==> config.mk <==
export PLATFORM = sky130hd
export DESIGN_NAME = pc_sequencer
export DESIGN_NICKNAME = d
export VERILOG_FILES = /design/src/rtl/pc_pkg.sv /design/src/rtl/pc_next_sel.sv /design/src/rtl/pc_sequencer.sv
export SDC_FILE = /design/constraint.sdc
export NUM_CORES = 1
export LEC_CHECK = 0
export CAP_MARGIN = 20
export CORE_ASPECT_RATIO = 0.6
export CORE_UTILIZATION = 29
export CTS_CLUSTER_SIZE = 14
export DETAILED_ROUTE_END_ITERATION = 6
export GPL_TIMING_DRIVEN = 0
export SYNTH_ARGS = -nofsm -noshare
export SYNTH_HDL_FRONTEND = slang
export SYNTH_SLANG_ARGS = --single-unit
==> constraint.sdc <==
create_clock -name clk -period 6.3 [get_ports clk]
set_clock_uncertainty 0.1 [all_clocks]
set_input_delay 1.26 -clock clk [delete_from_list [all_inputs] [get_ports clk]]
set_output_delay 1.26 -clock clk [all_outputs]
set_load 0.1 [all_outputs]
==> src/rtl/pc_pkg.sv <==
// rtl/pc_pkg.sv - shared types and default vectors for the PC sequencer
package pc_pkg;

  typedef enum logic [1:0] {
    BOOT,
    RUN,
    HALT
  } state_e;

  typedef enum logic [2:0] {
    SEQ,
    HOLD,
    REDIR,
    EXC,
    ERET
  } next_src_e;

  localparam logic [31:0] DEF_RESET_VECTOR = 32'h0000_0000;
  localparam logic [31:0] DEF_EXC_VECTOR   = 32'h8000_0180;

endpackage

==> src/rtl/pc_next_sel.sv <==
// rtl/pc_next_sel.sv - next-PC source priority encoder and redirect alignment check
module pc_next_sel
  import pc_pkg::*;
#(
  parameter int ADDR_W = 32,
  parameter int INC    = 4
) (
  input  logic              run,
  input  logic              exc_i,
  input  logic              eret_i,
  input  logic              redirect_i,
  input  logic [ADDR_W-1:0] redirect_pc_i,
  input  logic              stall_i,
  input  logic              imem_ready_i,
  output next_src_e         src,
  output logic              misalign
);

  localparam logic [ADDR_W-1:0] ALIGN_MASK = ADDR_W'(INC - 1);

  logic target_misaligned;

  assign target_misaligned = (redirect_pc_i & ALIGN_MASK) != '0;

  // Strict priority: exception first; outside RUN only an exception matters.
  always_comb begin
    src      = HOLD;
    misalign = 1'b0;
    if (exc_i) begin
      src = EXC;
    end else if (!run) begin
      src = HOLD;
    end else if (eret_i) begin
      src = ERET;
    end else if (redirect_i) begin
      if (target_misaligned) begin
        src      = EXC;
        misalign = 1'b1;
      end else begin
        src = REDIR;
      end
    end else if (stall_i || !imem_ready_i) begin
      src = HOLD;
    end else begin
      src = SEQ;
    end
  end

endmodule

==> src/rtl/pc_sequencer.sv <==
// rtl/pc_sequencer.sv - fetch-stage program counter with redirect, exception and halt control
module pc_sequencer
  import pc_pkg::*;
#(
  parameter int                ADDR_W       = 32,
  parameter int                INC          = 4,
  parameter logic [ADDR_W-1:0] RESET_VECTOR = ADDR_W'(DEF_RESET_VECTOR),
  parameter logic [ADDR_W-1:0] EXC_VECTOR   = ADDR_W'(DEF_EXC_VECTOR)
) (
  input  logic              clk,
  input  logic              rst,
  input  logic              stall_i,
  input  logic              redirect_i,
  input  logic [ADDR_W-1:0] redirect_pc_i,
  input  logic              exc_i,
  input  logic              eret_i,
  input  logic              halt_i,
  input  logic              resume_i,
  input  logic              imem_ready_i,
  output logic [ADDR_W-1:0] pc_o,
  output logic [ADDR_W-1:0] pc_next_seq_o,
  output logic              pc_valid_o,
  output logic [ADDR_W-1:0] epc_o,
  output logic              flush_o,
  output logic              misalign_o
);

  state_e            state, state_nxt;
  next_src_e         src;
  logic              sel_misalign;
  logic [ADDR_W-1:0] pc_nxt, epc_nxt;
  logic              valid_nxt, flush_nxt, misalign_nxt;

  assign pc_next_seq_o = pc_o + ADDR_W'(INC);

  pc_next_sel #(
    .ADDR_W (ADDR_W),
    .INC    (INC)
  ) u_sel (
    .run           (state == RUN),
    .exc_i         (exc_i),
    .eret_i        (eret_i),
    .redirect_i    (redirect_i),
    .redirect_pc_i (redirect_pc_i),
    .stall_i       (stall_i),
    .imem_ready_i  (imem_ready_i),
    .src           (src),
    .misalign      (sel_misalign)
  );

  // Next state, next PC/EPC and the one-cycle flush/misalign pulses.
  always_comb begin
    state_nxt    = state;
    pc_nxt       = pc_o;
    epc_nxt      = epc_o;
    flush_nxt    = 1'b0;
    misalign_nxt = 1'b0;
    case (state)
      BOOT: state_nxt = RUN;
      RUN, HALT: begin
        case (src)
          SEQ: pc_nxt = pc_next_seq_o;
          REDIR: begin
            pc_nxt    = redirect_pc_i;
            flush_nxt = 1'b1;
          end
          ERET: begin
            pc_nxt    = epc_o;
            flush_nxt = 1'b1;
          end
          EXC: begin
            // A misaligned redirect records the bad target rather than the current PC.
            epc_nxt      = sel_misalign ? redirect_pc_i : pc_o;
            pc_nxt       = EXC_VECTOR;
            flush_nxt    = 1'b1;
            misalign_nxt = sel_misalign;
            state_nxt    = RUN;
          end
          default: pc_nxt = pc_o;
        endcase
        // Halt only takes effect when no flush event claimed this cycle.
        if (state == RUN && halt_i && !flush_nxt) state_nxt = HALT;
        if (state == HALT && resume_i) state_nxt = RUN;
      end
      default: state_nxt = BOOT;
    endcase
    valid_nxt = (state_nxt == RUN);
  end

  // State and all registered outputs.
  always_ff @(posedge clk or posedge rst) begin
    if (rst) begin
      state      <= BOOT;
      pc_o       <= RESET_VECTOR;
      epc_o      <= '0;
      pc_valid_o <= 1'b0;
      flush_o    <= 1'b0;
      misalign_o <= 1'b0;
    end else begin
      state      <= state_nxt;
      pc_o       <= pc_nxt;
      epc_o      <= epc_nxt;
      pc_valid_o <= valid_nxt;
      flush_o    <= flush_nxt;
      misalign_o <= misalign_nxt;
    end
  end

endmodule

==> results.md <==
- The library cell with the largest summed area after synthesis is dfrtp_1.
- Cells with a size suffix above 1 make up 7.48% of the layout.
- The post-synthesis async set-or-reset flop share is 100%.
- Traced cell by cell, the critical path runs through ha_1, nand3_2, nor4_4, nand4_1, xnor2_1, clkdlybuf4s50_1.
- The post-place setup slack is 1610 ps.
- After synthesis, flip-flops and latches occupy 40.3% of the total area.
- The number of nets in the synthesized netlist is 520.
- The data required time at the worst endpoint is 4940 ps.
- The maximum clock path buffer count is 2.
- After synthesis, the most frequently instantiated cells are dfrtp_1 (69), nor2_1 (59), a21oi_1 (51), mux2i_1 (32), o21ai_0 (31).
- The core area is 0.0140 mm2.
- The global route total overflow is 0.
- The setup slack of the critical path after layout is 1240 ps.
- Summed over all layers, the routed wires come to 16.4 mm.
- By area the synthesized netlist is led by dfrtp_1 (40%), mux2i_1 (7.5%), a21oi_1 (6.0%).
- Setup repair after global routing left no endpoint under its margin.
- The flow ran to the end, and the final reports show no timing, DRC or antenna violations.
- Pin placement for this block handled 140 I/O pins.
- At the worst endpoint, the arrival time is 3700 ps.
- The mapped netlist covers 0.00429 mm2.
- Clock tree synthesis selected as its root buffer the cell clkbuf_16.
- The critical path launch point type is a flop.
- The setup path with the least slack is of type reg2out.
- Counting both buffers and inverters, the worst setup path holds a total of 1.
- The synthesis warning total is 0.
- The later pin in the worst-skew pair is clocked with a latency of 340 ps.
- The worst-margin pin slew is 1030 ps.
- The critical path's largest stage delay is 1160 ps.
- For this design, the slowest cell found on the critical path is clkdlybuf4s50_1.
- Among all flip-flop cells after synthesis, the most frequent one is dfrtp_1.
- In this run the number of H-tree levels came out at 3.
- The clock edge transition at the registers on the reported setup and hold paths is 60 ps.
- Synthesis produced 474 cells.
- At the end of routability-driven placement, the weighted congestion stood at 0.906.
- The highest clock frequency the design can meet is 0.197 GHz.
- The number of placed instances with taps included is 804.
- The final critical path takes up 80.4% of the cycle.
- The count of flip-flops with a built-in enable after synthesis is 0.
- The post-route setup TNS is 0 ps.
- Among all cell types in the netlist, the one instantiated most often is dfrtp_1.
- Row generation in the floorplan step produced 33 rows.
- The TritonCTS clock tree is done.
- The mean number of vias per cell is 5.43.
- The layout overhead on the synthesized area is 44.7%.
- In this run the post-CTS setup repair buffer count came out at 0.
- The detailed router placed 4,456 vias in this run.
- The final setup violation count is 0.
- The via count of the first global-routing pass was 4,451.
- The average instance in the mapped netlist occupies 9.04 um2.
- Port buffering added 138 buffers.
- The number of pins exceeding their max-slew limit in the final report is 0.
- The global-route wire length before repair is 25.4 mm.
- The average routed wire per standard cell is 20.0 um.
- The TritonCTS buffer count is 9.
- After synthesis the netlist holds a flip-flop and latch count of 69.
- The maximum number of pins on one net before global-route repair is 70.
- Detailed placement ended at an HPWL of 11.9 mm.
- The cell family with the largest share of critical-path delay is buffers and inverters.
- In this run, post-CTS repair resized a total of 0 instances.
- Across every metal layer, demand over resource in global routing totals 21.9%.
- For this configuration, the core starts out at a cell density of 30.5%.
- In this run the worst path has a maximum fanout of 9.
- Measured against its own limit, the worst slew margin works out to 30.9%.
- The die is 159 um wide.
- After clock tree synthesis, the flow added hold-fix buffers numbering 0.
- The DRC violation count after routing is 0.
- The tool flagged a number of max-cap violations equal to 0.
- The initial antenna violation count is 0.
- The die is 96.2 um tall.
- For this run, the post-layout net count is 669.
- 0 antenna diodes ended up in the layout.
- The type of the worst min-delay path is reg2reg.
- The count of unique library cells instantiated by Yosys is 51.
- The number of search-and-repair iterations in the first detailed-routing pass is 5.
- The clock sink total is 69.
- The detail route stage leaves a number of antenna-violating nets equal to 0.
- The die covers 0.0153 mm2.
- After the flow finishes, the layout carries non-filler instances totaling 820.
- The final-report hold violation count came to 0.
- After layout, the minimum clock period comes to 5060 ps.
- The area share of the largest cell type after synthesis is 40.3%.
- For this block, the initial DRC count from the detailed router was 436.
- STA classifies the critical path endpoint as a primary output.
==> through the flow <==
step	hold WS [ps]	util (%)	instance area (um2)
3_5_place_dp	449	42.1	5910
2_1_floorplan	560	-	4290
4_1_cts	466	44.2	6200
6_report	463	44.2	6200
5_1_grt	488	44.2	6200
3_3_place_gp	443	42.1	5910
==> cells in the final DEF, fill, tap and decap left out, types with 3 or more instances in the layout <==
cell type | netlist | routed
a21oi_1 | 51 | 51
a222oi_1 | 10 | 10
a22o_1 | 3 | 3
a22oi_1 | 12 | 12
and2_1 | 3 | 3
and3_1 | 8 | 8
buf_2 | 14 | 14
buf_4 | 4 | 4
clkbuf_1 | 23 | 25
clkbuf_16 | 0 | 9
clkdlybuf4s50_1 | 0 | 138
dfrtp_1 | 69 | 69
ha_1 | 5 | 5
inv_1 | 19 | 18
mux2i_1 | 32 | 32
nand2_1 | 18 | 18
nand2b_1 | 3 | 3
nand3_1 | 6 | 6
nand3_2 | 4 | 4
nand4_1 | 4 | 4
nor2_1 | 59 | 59
nor2b_1 | 3 | 3
nor3_1 | 6 | 6
o21ai_0 | 31 | 31
o21ai_1 | 4 | 4
o22ai_1 | 8 | 8
o31a_1 | 12 | 12
xnor2_1 | 17 | 17
xor2_1 | 11 | 11
==> sequential cells by signal, summed over array words and instances, names as in the netlist <==
signal	cells
epc_o	32
pc_o	32
state	2
flush_o	1
misalign_o	1
pc_valid_o	1
==> kinds of logic (layout without fill, tap and decap cells) <==
group	after synthesis	count (layout)	synth area share, %
muxes	32	32	7.47
xor gates and xnor gates	28	28	5.72
adders and majority gates	5	5	1.46
buffers and inverters	60	214	6.01
DFF	69	69	40.3
and+or+nand+nor	129	129	16.3
AOI/OAI and AO/OA	151	151	22.8
==> cell type report <==
cell class | count | area [um2]
Fill cell | 1378 | 7830
Multi-Input combinational cell | 345 | 2300
Sequential cell | 69 | 1730
Timing Repair Buffer | 138 | 1380
Clock buffer | 12 | 246
Tap cell | 192 | 240
Buffer | 41 | 186
Inverter | 19 | 73.8
Clock inverter | 4 | 47.5
==> routing by layer <==
| metal | part of all wire, % | vias up | GRT usage [%] | wire (um) |
|---|---|---|---|---|
| met2 | 42 | 263 | 33.2 | 6820 |
| met5 | 0 | - | 0 | 0 |
| met3 | 10 | 13 | 5.64 | 1700 |
| met4 | 0.75 | 0 | 4.89 | 123 |
| met1 | 47 | 2164 | 31.0 | 7770 |
| li1 | - | 2016 | - | - |
==> final timing paths <==
kind / start / to / slack, ps / cells after the start
setup / recovery: pc_o[2] / pc_next_seq_o[30] / 1240 / 6
hold / removal: pc_o[0] / pc_o[0] / 460 / 1
setup reg to reg: state[1] / epc_o[30] / 3530 / 8
hold reg to reg: pc_o[0] / pc_o[0] / 460 / 1
max in group asynchronous: rst / epc_o[16] / 4100 / 2
min in group asynchronous: rst / epc_o[27] / 1380 / 2
Power is not shown: default switching activity piles up to over one toggle a cycle in this logic, so the estimate is an artifact.
